## src/rtl/irq_dispatch_sequencer.sv

```systemverilog
// -----------------------------------------------------------------------------
// irq_dispatch_sequencer
//   Sits between the interrupt controller's priority-queue head and the CPU.
//   A head request is admitted only when it strictly out-ranks the CPU's
//   current priority. It is then popped from the queue, presented as irq plus
//   a 16-bit vector, and handed over with an ack handshake. Preempted CPU
//   priorities are kept on a nesting stack that is popped by reti.
//
// Ports
//   clk, rst                 clock, asynchronous active-high reset
//   req_valid/dev/pri        head entry of the interrupt controller queue
//   req_pop                  one-cycle pulse consuming the head entry
//   cpu_pri, cpu_ie          CPU current priority and global enable
//   irq, vector              interrupt request and vector {VEC_HI, dev}
//   irq_ack                  CPU accepts the pending interrupt
//   new_pri_valid, new_pri   pulse: CPU loads new_pri into its PSW
//   reti                     CPU returned from interrupt
//   restore_valid/pri        pulse: CPU restores the popped priority
//   nest_level               nesting stack occupancy
//   err_underflow            sticky: reti seen with an empty stack
// -----------------------------------------------------------------------------
module irq_dispatch_sequencer #(
  parameter int         NEST_DEPTH = 8,
  parameter logic [7:0] VEC_HI     = 8'hFF
) (
  input  logic        clk,
  input  logic        rst,
  input  logic        req_valid,
  input  logic [7:0]  req_dev,
  input  logic [2:0]  req_pri,
  output logic        req_pop,
  input  logic [2:0]  cpu_pri,
  input  logic        cpu_ie,
  output logic        irq,
  output logic [15:0] vector,
  input  logic        irq_ack,
  output logic        new_pri_valid,
  output logic [2:0]  new_pri,
  input  logic        reti,
  output logic        restore_valid,
  output logic [2:0]  restore_pri,
  output logic [3:0]  nest_level,
  output logic        err_underflow
);

  localparam int         IDX_W   = $clog2(NEST_DEPTH);
  localparam logic [3:0] DEPTH_C = 4'(NEST_DEPTH);

  typedef enum logic [1:0] {
    ST_IDLE    = 2'd0,
    ST_CAPTURE = 2'd1,
    ST_PEND    = 2'd2
  } state_t;

  state_t             state_r;
  state_t             state_nxt_s;
  logic [7:0]         dev_hold_r;
  logic [2:0]         pri_hold_r;
  logic [2:0]         stack_r [NEST_DEPTH];
  logic [3:0]         level_r;

  logic               qualify_s;
  logic               accept_s;
  logic               reti_pop_s;
  logic [IDX_W-1:0]   top_idx_s;
  logic [IDX_W-1:0]   push_idx_s;
  logic [2:0]         top_val_s;

  logic               req_pop_r;
  logic               irq_r;
  logic [15:0]        vector_r;
  logic               new_pri_valid_r;
  logic [2:0]         new_pri_r;
  logic               restore_valid_r;
  logic [2:0]         restore_pri_r;
  logic               err_underflow_r;

  logic               req_pop_nxt_s;
  logic               irq_nxt_s;
  logic [15:0]        vector_nxt_s;
  logic               new_pri_valid_nxt_s;
  logic [2:0]         new_pri_nxt_s;
  logic               restore_valid_nxt_s;
  logic [2:0]         restore_pri_nxt_s;
  logic               err_underflow_nxt_s;
  logic [3:0]         level_nxt_s;

  // Admission rule: strict priority win, enabled CPU, and room to push later.
  assign qualify_s  = (state_r == ST_IDLE) && req_valid && cpu_ie &&
                      (req_pri > cpu_pri) && (level_r < DEPTH_C);
  assign accept_s   = (state_r == ST_PEND) && irq_ack;
  assign reti_pop_s = reti && (level_r != 4'd0);

  // Top entry sits at level-1; a simultaneous pop+push reuses that slot.
  assign top_idx_s  = IDX_W'(level_r - 4'd1);
  assign push_idx_s = reti_pop_s ? top_idx_s : IDX_W'(level_r);
  assign top_val_s  = stack_r[top_idx_s];

  // FSM state register.
  always_ff @(posedge clk or posedge rst) begin
    if (rst) begin
      state_r <= ST_IDLE;
    end else begin
      state_r <= state_nxt_s;
    end
  end

  // FSM next-state logic; once raised, irq is only retired by an ack.
  always_comb begin
    state_nxt_s = state_r;
    case (state_r)
      ST_IDLE: begin
        if (qualify_s) begin
          state_nxt_s = ST_CAPTURE;
        end else begin
          state_nxt_s = ST_IDLE;
        end
      end
      ST_CAPTURE: state_nxt_s = ST_PEND;
      ST_PEND: begin
        if (irq_ack) begin
          state_nxt_s = ST_IDLE;
        end else begin
          state_nxt_s = ST_PEND;
        end
      end
      default: state_nxt_s = ST_IDLE;
    endcase
  end

  // FSM output logic: next values of every registered output.
  always_comb begin
    req_pop_nxt_s       = (state_nxt_s == ST_CAPTURE);
    irq_nxt_s           = (state_nxt_s == ST_PEND);
    vector_nxt_s        = 16'd0;
    new_pri_valid_nxt_s = accept_s;
    new_pri_nxt_s       = new_pri_r;
    restore_valid_nxt_s = reti_pop_s;
    restore_pri_nxt_s   = restore_pri_r;
    err_underflow_nxt_s = err_underflow_r;
    level_nxt_s         = level_r;

    if (state_nxt_s == ST_PEND) begin
      vector_nxt_s = {VEC_HI, dev_hold_r};
    end else begin
      vector_nxt_s = 16'd0;
    end

    if (accept_s) begin
      new_pri_nxt_s = pri_hold_r;
    end else begin
      new_pri_nxt_s = new_pri_r;
    end

    if (reti_pop_s) begin
      restore_pri_nxt_s = top_val_s;
    end else begin
      restore_pri_nxt_s = restore_pri_r;
    end

    if (reti && (level_r == 4'd0)) begin
      err_underflow_nxt_s = 1'b1;
    end else begin
      err_underflow_nxt_s = err_underflow_r;
    end

    // Pop and push on the same edge cancel in the occupancy count.
    if (accept_s && reti_pop_s) begin
      level_nxt_s = level_r;
    end else if (accept_s) begin
      level_nxt_s = level_r + 4'd1;
    end else if (reti_pop_s) begin
      level_nxt_s = level_r - 4'd1;
    end else begin
      level_nxt_s = level_r;
    end
  end

  // Output and occupancy registers.
  always_ff @(posedge clk or posedge rst) begin
    if (rst) begin
      req_pop_r       <= 1'b0;
      irq_r           <= 1'b0;
      vector_r        <= 16'd0;
      new_pri_valid_r <= 1'b0;
      new_pri_r       <= 3'd0;
      restore_valid_r <= 1'b0;
      restore_pri_r   <= 3'd0;
      err_underflow_r <= 1'b0;
      level_r         <= 4'd0;
    end else begin
      req_pop_r       <= req_pop_nxt_s;
      irq_r           <= irq_nxt_s;
      vector_r        <= vector_nxt_s;
      new_pri_valid_r <= new_pri_valid_nxt_s;
      new_pri_r       <= new_pri_nxt_s;
      restore_valid_r <= restore_valid_nxt_s;
      restore_pri_r   <= restore_pri_nxt_s;
      err_underflow_r <= err_underflow_nxt_s;
      level_r         <= level_nxt_s;
    end
  end

  // Hold registers: the admitted head entry is latched on the qualifying edge.
  always_ff @(posedge clk or posedge rst) begin
    if (rst) begin
      dev_hold_r <= 8'd0;
      pri_hold_r <= 3'd0;
    end else if (qualify_s) begin
      dev_hold_r <= req_dev;
      pri_hold_r <= req_pri;
    end else begin
      dev_hold_r <= dev_hold_r;
      pri_hold_r <= pri_hold_r;
    end
  end

  // Nesting stack storage; the preempted CPU priority is pushed on accept.
  always_ff @(posedge clk or posedge rst) begin
    if (rst) begin
      for (int i = 0; i < NEST_DEPTH; i++) begin
        stack_r[i] <= 3'd0;
      end
    end else if (accept_s) begin
      stack_r[push_idx_s] <= cpu_pri;
    end else begin
      stack_r[push_idx_s] <= stack_r[push_idx_s];
    end
  end

  assign req_pop       = req_pop_r;
  assign irq           = irq_r;
  assign vector        = vector_r;
  assign new_pri_valid = new_pri_valid_r;
  assign new_pri       = new_pri_r;
  assign restore_valid = restore_valid_r;
  assign restore_pri   = restore_pri_r;
  assign nest_level    = level_r;
  assign err_underflow = err_underflow_r;

endmodule

```

## config.mk

```make
export PLATFORM = sky130hd
export DESIGN_NAME = irq_dispatch_sequencer
export DESIGN_NICKNAME = d
export VERILOG_FILES = /design/src/rtl/irq_dispatch_sequencer.sv
export SDC_FILE = /design/constraint.sdc
export NUM_CORES = 1
export LEC_CHECK = 0
export BUFFER_PORTS_ARGS = -buffer_cell sky130_fd_sc_hd__buf_2
export CAP_MARGIN = 20
export CELL_PAD_IN_SITES_DETAIL_PLACEMENT = 1
export CELL_PAD_IN_SITES_GLOBAL_PLACEMENT = 1
export CORE_MARGIN = 2
export CORE_UTILIZATION = 40
export CTS_CLUSTER_SIZE = 8
export DETAILED_ROUTE_END_ITERATION = 6
export PLACE_DENSITY_LB_ADDON = 0.25
export SYNTH_ARGS = -nofsm -noshare
export SYNTH_HDL_FRONTEND = slang
export SYNTH_SLANG_ARGS = --single-unit
```

## constraint.sdc

```tcl
create_clock -name clk -period 2.97 [get_ports clk]
set_input_delay 0.891 -clock clk [delete_from_list [all_inputs] [get_ports clk]]
set_output_delay 0.891 -clock clk [all_outputs]
set_load 0.01 [all_outputs]
```

==> out/results.txt <==
Final Cell Area = 3820 µm²
largest net degree at the start of global routing = 34
Iter 0 DRT Violations = 106
Avg Cell Area, Syn = 10.6 µm²
initial antenna violation count = 0
unrepaired setup endpoints after global routing = false
drt pass-1 iters = 4
Max rail drop VDD = 0.367 mV
Crit path top cell by count = o21ai_0
Required @ worst endpoint = 3170 ps
post-route ant nets = 0
Max Fclk = 0.368 GHz
most common library cells after synthesis = dfrtp_1 (60), nand2_1 (34), mux2i_1 (28)
detailed placement HPWL = 5960 µm
via count = 2535
die span in y = 93.6 µm
fin crit share = 0.914
P&R area growth vs syn = 18.9%
Critical Path AT = 2910 ps
most common cell in the netlist = dfrtp_1
first-pass GRT wire length = 13900 µm
largest fanout on the critical path = 7
# clock sinks = 60
Total Wirelength = 8290 µm
routability cong. = 0.808
Setup TNS Final = 0 ps
Top Family by Delay on Critical Path = compound AO/OA/AOI/OAI gates
Yosys reg bits = 60
post-synth top area cell = dfrtp_1
library cells used by synthesis = 52
Post-Synthesis Cells = 302
CP Launch Point = nest_level[0]
Critical Path Max Stage Delay = 510 ps
Reg-to-Reg Start = nest_level[0]
Final Max Slew Viols = 0
Avg Vias per Cell = 5.51
Placeable Area = 7770 µm²
Mapped Area = 3210 µm²
syn nets = 327
CTS tree = yes
die width = 93.6 µm
Final min period = 2710 ps
Async SR Flop Fraction = 1.00
number of synthesized flops with an enable pin = 0
Clock Tree Root = clkbuf_8
worst-path cell chain = inv_1, ha_1, or3b_1, a211oi_4, mux2_2, o21ai_0, o21ai_0
Buf/Inv on CP = 1
Main synth FF type = dfrtp_1
CP max-delay cell = or3b_1
Worst-Skew Late Latency = 340 ps
post_cts resized = 0
post-placement cell area = 3590 µm²
final net count = 379
hold-fix buffers at CTS = 0
PwrDens = 1110 nW/µm²
Rel. slew slack = 0.586
number of core rows = 32
post-synth top area share = 0.467
wire per inst = 18.0 µm
max cap viols = 0
Yosys warnings = 0
Fin. Hold Viols = 0
Slew @ Worst Pin = 617 ps
Layout Skew = 10.9 ps
sequential fraction of the synthesis area = 0.467
ANT cells = 0
Port Buffer Count = 50
multi-input logic area = 1530 µm²
top cells by area, synth = dfrtp_1 (47%), mux2i_1 (8.7%), mux4_2 (4.2%)
Worst-path clk slew = 70 ps
vias in the first global route = 2670
hold path start = pri_hold_r[2]
GRT Resource Usage Total = 0.207
final setup fails = 0
total CTS buffers = 9
residual DRC count = 0
die area = 8770 µm²
status = finished clean
leakage = 1.81 nW
htree depth = 3
Reg area = 1500 µm²
Startpoint Class = flip-flop
CP endpoint kind = flip-flop
total grt overflow = 0
Post-CTS Setup Inserts = 0
Ports = 51
initial cell density of the core = 0.414
Worst Hold Class = flip-flop to flip-flop
Longest Clk Path Bufs = 2
Fillers = 905
WS Path Type = flip-flop to flip-flop
layout cells sized above 1 = 0.293
path summary, 6_finish.rpt:
kind	end	slack (ps)	cells after the start
worst max-delay path	stack_r[10]	260	7
worst min register to register	new_pri[2]	470	2
max in group asynchronous	stack_r[5]	1740	3
worst min-delay path	new_pri[2]	470	2
worst max register to register	stack_r[10]	260	7
min in group asynchronous	dev_hold_r[0]	620	2
layout make-up:
class	instances	area share
clock inverters	3	0.0180
flip-flops and latches	60	0.393
well taps	102	0.0334
clock buffers	12	0.0432
inverters	13	0.0128
multi-input cells	204	0.399
repair buffers	66	0.100
layer usage:
metal,track usage,routed length [µm],part of all wire
met5,0,0,0
met4,0.0507,81,0.0098
met3,0.0459,364,0.044
met2,0.349,4040,0.49
met1,0.273,3800,0.46
power by group:
| group | switching [mW] | total [mW] | internal (mW) |
|---|---|---|---|
| Combinational | 1.15 | 2.05 | 0.894 |
| Clock | 0.319 | 0.857 | 0.538 |
| Sequential | 0.207 | 1.33 | 1.13 |
registers in the layout, summed over array words and instances (netlist names):
name / flops
restore_pri: 3
vector: 9
err_underflow: 1
nest_level: 4
dev_hold_r: 8
new_pri_valid: 1
new_pri: 3
state_r: 2
restore_valid: 1
stack_r: 24
pri_hold_r: 3
req_pop: 1
kinds of logic (layout without fill, tap and decap cells):
kind of cell,count (synthesis),after routing,synth area share
XOR/XNOR,4,4,0.0109
AO/OA/AOI/OAI,64,64,0.129
buffers and inverters,38,94,0.0600
adder cells (fa/ha/maj),5,5,0.0195
flip-flops,60,60,0.467
multiplexers,46,46,0.171
AND/OR/NAND/NOR,85,85,0.142
tightest hold or removal path, cell delays in order (launching register included):
cell	delay, ps
dfrtp_1	340
nand2_1	50
nand2_1	50
cell usage in the layout (no fill, tap or decap), types with 2 or more instances in the layout:
cell        n
nand3b_1    2
o21ai_1     8
nand3_1     4
a211oi_1    3
o21ai_0    19
inv_1      10
mux2i_1    28
buf_2      50
and4b_1     2
a211oi_4    2
bufinv_16   2
o31ai_1     4
mux2_2     10
a22o_1      2
clkbuf_8   12
a21oi_1    10
inv_2       2
nor2_1     13
nor3_1      2
ha_1        5
and2_1     11
nor3b_1     2
nand2_1    34
buf_4      15
nor2b_1     4
a31oi_1     7
mux2_1      2
mux4_2      6
nand2b_1    2
xnor2_1     3
dfrtp_1    60
through the flow:
stage	power (mW)	utilization	worst slack (ps)	cells	hold WS, ps
after floorplan	2.76	-	19.1	302	435
after global placement	3.32	0.462	292	445	452
after detailed placement	3.40	0.462	204	445	467
after CTS	4.29	0.492	282	460	481
after global routing	4.54	0.492	147	460	503
final	4.24	0.492	256	460	473
Power figures use the tool's default switching activity.
